[config.mk]
export PLATFORM = sky130hd
export DESIGN_NAME = fadd_issue_ctrl
export DESIGN_NICKNAME = d
export VERILOG_FILES = /design/src/rtl/fadd_issue_ctrl.sv
export SDC_FILE = /design/constraint.sdc
export NUM_CORES = 1
export LEC_CHECK = 0
export ABC_AREA = 1
export CAP_MARGIN = 20
export CORE_AREA = 10 10 179 181
export CTS_CLUSTER_SIZE = 25
export DETAILED_ROUTE_END_ITERATION = 6
export DIE_AREA = 0 0 189 191
export GPL_TIMING_DRIVEN = 0
export PLACE_DENSITY_LB_ADDON = 0.08
export SLEW_MARGIN = 20
export SYNTH_ARGS = -nofsm -noshare
export SYNTH_HDL_FRONTEND = slang
export SYNTH_SLANG_ARGS = --single-unit
[constraint.sdc]
create_clock -name clk -period 3.1 [get_ports clk]
set_input_delay 0.465 -clock clk [delete_from_list [all_inputs] [get_ports clk]]
set_output_delay 0.465 -clock clk [all_outputs]
set_load 0.005 [all_outputs]
[src/rtl/fadd_issue_ctrl.sv]
// Issue/collect stage around the fixed-latency fadd core: operand sign
// conditioning, tag tracking through the core pipeline, credit-guarded response FIFO.
module fadd_issue_ctrl #(
  parameter int unsigned LATENCY = 3,
  parameter int unsigned DEPTH   = 4,
  parameter int unsigned TAG_W   = 5
) (
  input  logic             clk,
  input  logic             reset,
  input  logic             req_valid,
  output logic             req_ready,
  input  logic [31:0]      req_op1,
  input  logic [31:0]      req_op2,
  input  logic             req_sub,
  input  logic [TAG_W-1:0] req_tag,
  output logic [31:0]      add_op1,
  output logic [31:0]      add_op2,
  input  logic [31:0]      add_result,
  input  logic             add_valid,
  output logic             rsp_valid,
  input  logic             rsp_ready,
  output logic [31:0]      rsp_result,
  output logic [TAG_W-1:0] rsp_tag,
  output logic             rsp_uflow,
  output logic             busy
);

  localparam int unsigned CW = $clog2(DEPTH + 1);
  localparam int unsigned PW = (DEPTH > 1) ? $clog2(DEPTH) : 1;
  localparam int unsigned EW = 32 + 1 + TAG_W;

  logic [CW-1:0]    credits_q, credits_d;
  logic [CW-1:0]    count_q, count_d;
  logic [PW-1:0]    wr_ptr_q, rd_ptr_q;
  logic [EW-1:0]    mem_q [DEPTH];
  logic [LATENCY:0] pv_q;
  logic [TAG_W-1:0] pt_q [LATENCY+1];
  logic [31:0]      add_op1_q, add_op2_q;

  logic acc, pop, push;

  function automatic logic [PW-1:0] ptr_inc(input logic [PW-1:0] p);
    return (p == PW'(DEPTH - 1)) ? '0 : p + PW'(1);
  endfunction

  assign req_ready = (credits_q != '0);
  assign acc       = req_valid & req_ready;
  assign rsp_valid = (count_q != '0);
  assign pop       = rsp_valid & rsp_ready;
  assign push      = pv_q[LATENCY];
  assign busy      = (credits_q != CW'(DEPTH));
  assign add_op1   = add_op1_q;
  assign add_op2   = add_op2_q;

  assign {rsp_result, rsp_uflow, rsp_tag} = mem_q[rd_ptr_q];

  always_comb begin
    credits_d = credits_q;
    case ({acc, pop})
      2'b10:   credits_d = credits_q - CW'(1);
      2'b01:   credits_d = credits_q + CW'(1);
      default: credits_d = credits_q;
    endcase
  end

  always_comb begin
    count_d = count_q;
    case ({push, pop})
      2'b10:   count_d = count_q + CW'(1);
      2'b01:   count_d = count_q - CW'(1);
      default: count_d = count_q;
    endcase
  end

  // The core evaluates op1 - op2, so an add must present op2 with its sign flipped.
  always_ff @(posedge clk or negedge reset) begin
    if (!reset) begin
      add_op1_q <= '0;
      add_op2_q <= '0;
    end else if (acc) begin
      add_op1_q <= req_op1;
      add_op2_q <= req_sub ? req_op2 : {~req_op2[31], req_op2[30:0]};
    end
  end

  // Tag pipe mirrors the core's occupancy; it never stalls because the core never does.
  always_ff @(posedge clk or negedge reset) begin
    if (!reset) begin
      pv_q <= '0;
      for (int unsigned i = 0; i <= LATENCY; i++) pt_q[i] <= '0;
    end else begin
      pv_q    <= {pv_q[LATENCY-1:0], acc};
      pt_q[0] <= req_tag;
      for (int unsigned i = 1; i <= LATENCY; i++) pt_q[i] <= pt_q[i-1];
    end
  end

  always_ff @(posedge clk or negedge reset) begin
    if (!reset) begin
      credits_q <= CW'(DEPTH);
      count_q   <= '0;
      wr_ptr_q  <= '0;
      rd_ptr_q  <= '0;
    end else begin
      credits_q <= credits_d;
      count_q   <= count_d;
      if (push) wr_ptr_q <= ptr_inc(wr_ptr_q);
      if (pop)  rd_ptr_q <= ptr_inc(rd_ptr_q);
    end
  end

  always_ff @(posedge clk) begin
    if (push) mem_q[wr_ptr_q] <= {add_result, ~add_valid, pt_q[LATENCY]};
  end

  a_no_overflow: assert property (@(posedge clk) disable iff (!reset)
    !(push && !pop && count_q == CW'(DEPTH)));

endmodule

Word-level counts from Yosys, hierarchy flattened:

Memory sizes are Yosys's and may differ from the RTL's.
Cells that the tools add are included.
Widths: inputs -> output; s select.

* add/subtract/negate cells: 6
* bitwise operators: 4
* multiply operators: 0
* reduce and logical (&&, ||, !) cells: 4
* shifts and indexed selects: 0
* multiplexer cells: 7
* $lt $le $gt $ge: 0
* divide/modulo/power cells: 0
* equal/unequal tests: 7

Operators by type and width (number)
* $mux 32: 1
* $pmux 3 s2: 2
* $eq 2x2->1 const B: 4
* $add 3x1->3 const B: 2
* $reduce_bool 3->1: 2
* $sub 3x1->3 const B: 2
* $add 2x1->2 const B: 2
* $eq 2x1->1 const B: 2
* $mux 2: 2
* $reduce_bool 2->1: 2
* $ne 3x3->1 const B: 1
* $and 1x1->1: 2
* $mux 1: 2
* $not 1->1: 2

* RAM bits: 152
* memories kept: 1
* input port bits: 107
* bits in latches: 0
* register bits: 98
* bits in read-only memories: 0
* output and inout port bits: 105

Memories
* mem_q: words 4, width 38, read ports 1, clocked after Yosys merged registers in 0, wr ports 1, line 35 `logic [EW-1:0] mem_q [DEPTH];`

Longest topological paths before layout:

Gate-level depths: netlist (run 1).

* depth in word-level cells: 4
* depth in mapped cells: 12
* depth with buffers taken out: 12

Worst setup path after synthesis (run 1):

Ideal clock, no wire load.

* path kind: register -> register
* start: reg wr_ptr_q[0]
* end: mem mem_q[0][0] in the netlist's numbering, enable pin
* data required time: 2.707 ns
* period minus slack after synthesis: 1.818 ns
* buffers on the path: 0
* setup time: 0.393 ns
* cell stages (with the launch flop): 5
* slack: 1.282 ns
* arrival time: 1.425 ns
* cells stage by stage: dfrtp_1 -> inv_1 -> ha_1 -> nand2_1 -> inv_1

RTL lines
* start, declared: line 34 `logic [PW-1:0] wr_ptr_q, rd_ptr_q;`
* start signal, assigned: line 107 `if (push) wr_ptr_q <= ptr_inc(wr_ptr_q);`
* end, declared: line 35

No word-level cell before the write port.

Worst setup path in the final report (run 1):

* start: reg rd_ptr_q[1]
* end: out rsp_tag[3]

* word-level cells in the longest chain between the ends: 1

RTL lines
* start, declared: line 34
* start signal, assigned: line 108 `if (pop) rd_ptr_q <= ptr_inc(rd_ptr_q);`
* $mem_v2 4x38
* end, declared: line 23 `output logic [TAG_W-1:0] rsp_tag,`

No other way between the ends.

==> flow_summary_export.csv, run 1 <==
group,metric,value,unit
synthesis,synth_top_area_share,46.45,%
global_routing,grt_start_max_net_pins,59,
clock_network,htree_num_levels,1,
cells_and_area,drive_gt1_share,8.834,%
floorplanning,die-area,0.03610,mm^2
synthesis,synth_top_family_by_area,"simple AND/OR/NAND/NOR gates",
cells_and_area,final_util,47.09,%
global_routing,antenna_found_initial,3,
clock_network,clock_latency,0.53,ns
setup_path,r2r_slack,1.11,ns
job,maxCapViolCount,0,
drt,drtIter0Drc,229,
synthesis,synthTopCellsByCount,"nand2_1 (267), edfxtp_1 (152), inv_1 (99)",
synthesis,synthFlopType,"edfxtp_1",
floorplanning,die_h,191,um
setup_path,crit_family,"buffers and inverters",
timing,maxSlewHeadroom,58.67,%
power_and_ir_drop,irDropWorstVdd,0.5148,mV
drt,vias_per_cell,4.466,
clock_network,root_buffer,"clkbuf_16",
cells_and_area,n_fill_cell,2652,
placed_design,post-place-ws,0.6772,ns
setup_path,worst_setup_path_start_kind,"flop",
setup_path,end_kind,"primary output",
global_routing,grt_use_total,14.35,%
timing,fmax,340.3,MHz
run_status,status,"completed",
synthesis,synthArstFlopShare,39.20,%
floorplanning,ioPinCount,212,
worst_hold_path,timing.hold.worst_path_depth,0,
synthesis,synth_nets,947,
setup_path,crit_slowest_cell,"clkdlybuf4s50_1",
power_and_ir_drop,p_total,12.47,mW
timing,skew,0.01424,ns
synthesis,yosys_register_bits,250,
synthesis,yosys.area.top_type,"edfxtp_1",
synthesis,synth_area_leaders,"edfxtp_1 (46%), dfrtp_1 (25%), nand2_1 (10%)",
worst_hold_path,hold_class,"reg -> reg",
synthesis,synth.area.mux_share,0,%
timing,finalSetupViolCount,0,
synthesis,synthCells,831,
floorplanning,dieWidth,189,um
synthesis,yosysMostFrequentCell,"nand2_1",
drt,drt_wl_total,26.28,mm
timing,period_share,94.78,%
clock_network,cts_tree,"yes",
clock_network,cts_num_sinks,250,
setup_path,crit_chain,"inv_2 -> buf_2 -> buf_2 -> o211ai_1 -> nand2_1 -> clkdlybuf4s50_1",
power_and_ir_drop,powerDensity,929.9,mW/mm^2
synthesis,synthSimpleGateAreaFrac,14.07,%
timing,rsz0062_at_grt,"false",
synthesis,yosysWarnings,0,
setup_path,reg2reg_depth,12,
timing,tightest_slew,0.6199,ns
setup_path,cp_common_cell,"buf_2",
synthesis,synth_cell_types,19,
global_routing,grt_pass1_vias,6858,
synthesis,synth-edff-count,152,
drt,route.vias.total,6623,
clock_network,clk_pin_slew,0.06,ns
synthesis,synth_fa_ha_area_share,1.299,%
clock_network,cts_buffer_depth,3,
placed_design,gp_congestion,0.7349,
synthesis,synth_compound_area_share,6.010,%
synthesis,syn_area_per_cell,11.83,um^2
setup_path,crit_fanout,10,
setup_path,cp_data_required_time,2.63,ns
setup_path,cp.depth,6,
synthesis,yosysSeqAreaShare,71.42,%
global_routing,grt_overflow,0,
setup_path,arrival,2.47,ns
timing,min_period,2.938,ns
synthesis,netlist_area,0.009827,mm^2
timing,maxSlewViolCount,0,
setup_path,path_class,"reg -> out",
cells_and_area,fin_area,0.01341,mm^2
floorplanning,std_cell_rows,62,
setup_path,critPathBufInv,4,
clock_network,numCtsBuffers,27,
floorplanning,fp.coreArea,0.02847,mm^2
drt,first_pass_iters,5,
timing,finalWorstSetupSlack,0.1618,ns
placed_design,place.port_buffers,211,
cells_and_area,area_growth,36.42,%
floorplanning,start_util,34.52,%
placed_design,place_area,0.01253,mm^2
placed_design,hpwl,18.25,mm
global_routing,grt_pass1_wl,40.64,mm
setup_path,worst_path_largest_cell_delay,0.54,ns
power_and_ir_drop,leakagePower,5.673,nW
cells_and_area,fin_nets,1193,
timing,hold_viol,0,
drt,wl_per_cell,17.72,um
drt,drtAntennaViolNets,0,
synthesis,synth_xor_area_share,0.1783,%
drt,drc_errors,0,
-- worst reg2reg max path, cell delays in order (launching register included) --
cell and delay, ns:
dfrtp_1 0.44, inv_2 0.09, nand3_2 0.09, nand2_1 0.11
buf_2 0.25, ha_1 0.21, inv_1 0.07, fa_1 0.38
inv_1 0.06, nand2_1 0.06, nand3_1 0.08, nand2_1 0.05
nand2_1 0.06
-- per-stage QoR --
step / hold slack, ns / std cells / TNS, ns
2_1_floorplan: 0.1694 / 831 / 0
5_1_grt: 0.3476 / 1482 / 0
4_1_cts: 0.3355 / 1482 / 0
6_report: 0.3464 / 1483 / 0
3_3_place_gp: 0.3345 / 1426 / -255.64
3_5_place_dp: 0.3362 / 1431 / 0
-- layer usage --
metal	vias up	global-route usage [%]	share of wire, %
li1	3268	-	-
met1	3086	16.94	41
met2	233	21.80	43
met3	32	8.965	14
met4	4	3.053	1.6
met5	-	0	0.072
-- power breakdown --
group / internal, mW / switching [mW]
sequential: 4.40 / 0.334
clock: 1.82 / 1.29
combinational: 2.24 / 2.39
total: 8.46 / 4.01
-- worst paths after layout --
| path | startpoint | endpoint |
|---|---|---|
| setup / recovery | rd_ptr_q[1]$_DFFE_PN0P_ | rsp_tag[3] |
| hold / removal | pt_q[14]$_DFF_PN0_ | pt_q[9]$_DFF_PN0_ |
| setup reg to reg | credits_q[0]$_DFFE_PN0P_ | credits_q[2]$_DFFE_PN1P_ |
| hold reg to reg | pt_q[14]$_DFF_PN0_ | pt_q[9]$_DFF_PN0_ |
| max in group asynchronous | reset | add_op1[30]$_DFFE_PN0P_ |
| min in group asynchronous | reset | add_op2[19]$_DFFE_PN0P_ |
-- layout make-up --
cell class,instances,area [um^2],share of cell area (%)
Multi-Input combinational cell,433,2118,15.80
Timing Repair Buffer,217,2231,16.64
Clock inverter,14,95.09,0.7093
Tap cell,384,480.5,3.584
Buffer,47,311.5,2.324
Antenna cell,1,2.502,0.01867
Sequential cell,250,7018,52.35
Clock buffer,36,769.5,5.740
Inverter,101,379.1,2.828
-- cells in the final DEF (no fill, tap or decap) --
cell type | Yosys | routed
buf_16 | 0 | 1
ha_1 | 7 | 7
nand3_2 | 1 | 1
buf_6 | 9 | 10
dlygate4sd3_1 | 0 | 1
buf_4 | 11 | 11
clkdlybuf4s50_1 | 0 | 210
nand2_1 | 267 | 267
dfstp_2 | 1 | 1
clkbuf_1 | 6 | 9
nand3_1 | 70 | 70
dfrtp_1 | 97 | 97
clkbuf_8 | 0 | 6
bufinv_16 | 0 | 1
clkbuf_16 | 0 | 27
inv_6 | 0 | 1
clkinv_2 | 0 | 6
nand4_1 | 2 | 2
nor2_1 | 2 | 2
inv_2 | 2 | 6
o21ai_0 | 4 | 4
diode_2 | 0 | 1
buf_12 | 0 | 4
xnor2_1 | 2 | 2
edfxtp_1 | 152 | 152
buf_2 | 21 | 21
o211ai_1 | 76 | 76
clkinv_1 | 0 | 5
clkinvlp_4 | 0 | 1
fa_1 | 2 | 2
inv_1 | 99 | 95
-- sequential cells by signal (all words and copies together) (netlist names) --
register,flops
count_q,3
pv_q,4
add_op1,32
add_op2,32
credits_q,3
pt_q,20
mem_q,152
wr_ptr_q,2
rd_ptr_q,2
-- what timing repair did --
item | in CTS | in global routing
gates resized for setup | 0 | 0
setup buffers | 0 | 0
endpoints found under the hold margin | 39 | 0
hold buffers | 1 | 0
-- logic make-up after synthesis --
logic type | after synthesis
adder cells (fa/ha/maj) | 9
XOR/XNOR | 2
buffers and inverters | 148
flip-flops | 250
AND/OR/NAND/NOR | 342
AO/OA/AOI/OAI | 80
No activity file was read; power rests on OpenSTA's default activity.
==> run 2, diff against run 1 <==
--- a/config.mk
+++ b/config.mk
@@ -11,7 +11,9 @@
 export CTS_CLUSTER_SIZE = 25
 export DETAILED_ROUTE_END_ITERATION = 6
 export DIE_AREA = 0 0 189 191
+export GPL_ROUTABILITY_DRIVEN = 0
 export GPL_TIMING_DRIVEN = 0
+export MAX_ROUTING_LAYER = met4
 export PLACE_DENSITY_LB_ADDON = 0.08
 export SLEW_MARGIN = 20
 export SYNTH_ARGS = -nofsm -noshare
==> run 2 against run 1 <==
  * Sequential cell count unchanged
  * Routed wire length about the same
  * Clock power about the same
  * Register-to-register slack about the same
  * Global-route usage up 0.42 points
  * Clock skew down 0.00081 ns
  * Cell count up 0.13%
  * Sequential share of layout area about the same
  * Maximum frequency about the same
  * Via count about the same
  * Critical path depth unchanged
  * Critical endpoint unchanged
==> flow_summary_export.csv, run 2 (synthesis results as in run 1) <==
group,metric,value,unit
floorplanning,die_h,191,um
cells_and_area,largest_reg_flops,152,
cells_and_area,layout.cells.non_filler,1485,
placed_design,place_area,0.01253,mm^2
global_routing,grt_use_total,14.77,%
clock_network,clk_pin_slew,0.06,ns
drt,wl_per_cell,17.68,um
global_routing,grt_pass1_wl,40.39,mm
power_and_ir_drop,leakagePower,5.673,nW
drt,route.vias.total,6624,
clock_network,cts_num_sinks,250,
timing,skew,0.01342,ns
clock_network,postCtsSetupRepairBufs,0,
timing,finalWorstSetupSlack,0.1638,ns
power_and_ir_drop,power_frac_clock,24.8,%
run_status,status,"completed",
setup_path,crit_fanout,10,
clock_network,cts_buffer_depth,3,
timing,fmax,340.6,MHz
power_and_ir_drop,netSwitchingPower,4.010,mW
drt,vias_per_cell,4.461,
drt,drc_errors,0,
power_and_ir_drop,internal-power,8.456,mW
clock_network,clock_latency,0.53,ns
floorplanning,dieWidth,189,um
cells_and_area,final_cell_mix,"nand2_1 (267), clkdlybuf4s50_1 (210), edfxtp_1 (152)",
timing,tightest_slew,0.5959,ns
cells_and_area,n_fill_cell,2650,
timing,period_share,94.72,%
setup_path,path_class,"reg -> out",
cells_and_area,drive_gt1_share,8.834,%
setup_path,worst_setup_path_start_kind,"flop",
clock_network,cts_tree,"yes",
floorplanning,std_cell_rows,62,
setup_path,cp_data_required_time,2.63,ns
drt,drtAntennaViolNets,0,
clock_network,htree_num_levels,1,
timing,rsz0062_at_grt,"false",
clock_network,ctsResizeCount,0,
floorplanning,start_util,34.52,%
timing,tns,0,ns
power_and_ir_drop,p_seq_share,38.0,%
worst_hold_path,hold_class,"reg -> reg",
placed_design,place.port_buffers,211,
cells_and_area,final_common_cell,"nand2_1",
floorplanning,die-area,0.03610,mm^2
timing,maxSlewViolCount,0,
timing,maxSlewHeadroom,60.27,%
global_routing,grt_start_max_net_pins,59,
power_and_ir_drop,powerDensity,929.6,mW/mm^2
drt,drt_wl_total,26.25,mm
placed_design,hpwl,18.25,mm
power_and_ir_drop,power_switching_share,32.17,%
drt,first_pass_iters,4,
power_and_ir_drop,power_frac_comb,37.2,%
setup_path,arrival,2.47,ns
global_routing,grt_pass1_vias,6933,
cells_and_area,fin_area,0.01341,mm^2
placed_design,post-place-ws,0.6772,ns
timing,hold_viol,0,
clock_network,root_buffer,"clkbuf_16",
job,maxCapViolCount,0,
cells_and_area,final_util,47.10,%
floorplanning,ioPinCount,212,
cells_and_area,area_growth,36.47,%
drt,drtIter0Drc,233,
timing,min_period,2.936,ns
timing,hold_ws,0.3466,ns
power_and_ir_drop,irDropWorstVdd,0.5157,mV
setup_path,end_kind,"primary output",
floorplanning,fp.coreArea,0.02847,mm^2
global_routing,antenna_found_initial,3,
cells_and_area,regMostFlops,"mem_q",
timing,finalSetupViolCount,0,
cells_and_area,fin_nets,1193,
placed_design,dp.cells,1431,
clock_network,numCtsBuffers,27,
global_routing,grt_overflow,0,
power_and_ir_drop,p_total,12.47,mW
[run 2: worst max-delay path: stages (launching register included)]
cell and delay (ns):
dfrtp_1 0.47, inv_2 0.08, buf_2 0.25, buf_2 0.33, o211ai_1 0.14, nand2_1 0.13
clkdlybuf4s50_1 0.54
[run 2: area by class of cell]
class	instances	area, um^2	share of cell area [%]
clock inverter	14	95.09	0.7091
tap	384	480.5	3.583
inverter	101	379.1	2.827
buffer	47	311.5	2.323
sequential	250	7018	52.33
multi-input combinational	433	2118	15.80
clock buffer	36	769.5	5.738
timing repair buffer	217	2231	16.64
antenna	3	7.507	0.05598
[run 2: what timing repair did]
action	CTS	global route
hold buffers	1	0
hold endpoints to repair	39	0
setup endpoints to repair	0	0
[run 2: power by group through the flow]
stage / Combinational [mW] / Sequential, mW / Clock [mW]
6_report: 4.64 / 4.73 / 3.10
5_1_grt: 5.19 / 4.83 / 3.34
4_1_cts: 4.79 / 4.74 / 3.21
3_5_place_dp: 4.77 / 4.79 / 0
3_3_place_gp: 4.69 / 4.80 / 0
2_1_floorplan: 2.09 / 4.77 / 0
[run 2: per-layer routing]
metal  vias up  part of all wire, %  global-route usage (%)  routed length [um]
li1       3272                    -                       -                   -
met1      3093                   42                   17.17               10920
met2       232                   43                   21.79               11330
met3        27                   14                   8.601                3584
met4         0                  1.6                   3.053                 414
met5         -                    0                       -                   0
[run 2: final timing paths]
kind	cells after the start	slack, ns	end	startpoint
min in group asynchronous	2	0.43	add_op2[19]$_DFFE_PN0P_	reset
max in group asynchronous	3	2.02	add_op1[30]$_DFFE_PN0P_	reset
max reg2reg	12	1.11	credits_q[2]$_DFFE_PN1P_	credits_q[0]$_DFFE_PN0P_
min	0	0.35	pt_q[9]$_DFF_PN0_	pt_q[14]$_DFF_PN0_
min reg2reg	0	0.35	pt_q[9]$_DFF_PN0_	pt_q[14]$_DFF_PN0_
max	6	0.16	rsp_tag[3]	rd_ptr_q[1]$_DFFE_PN0P_
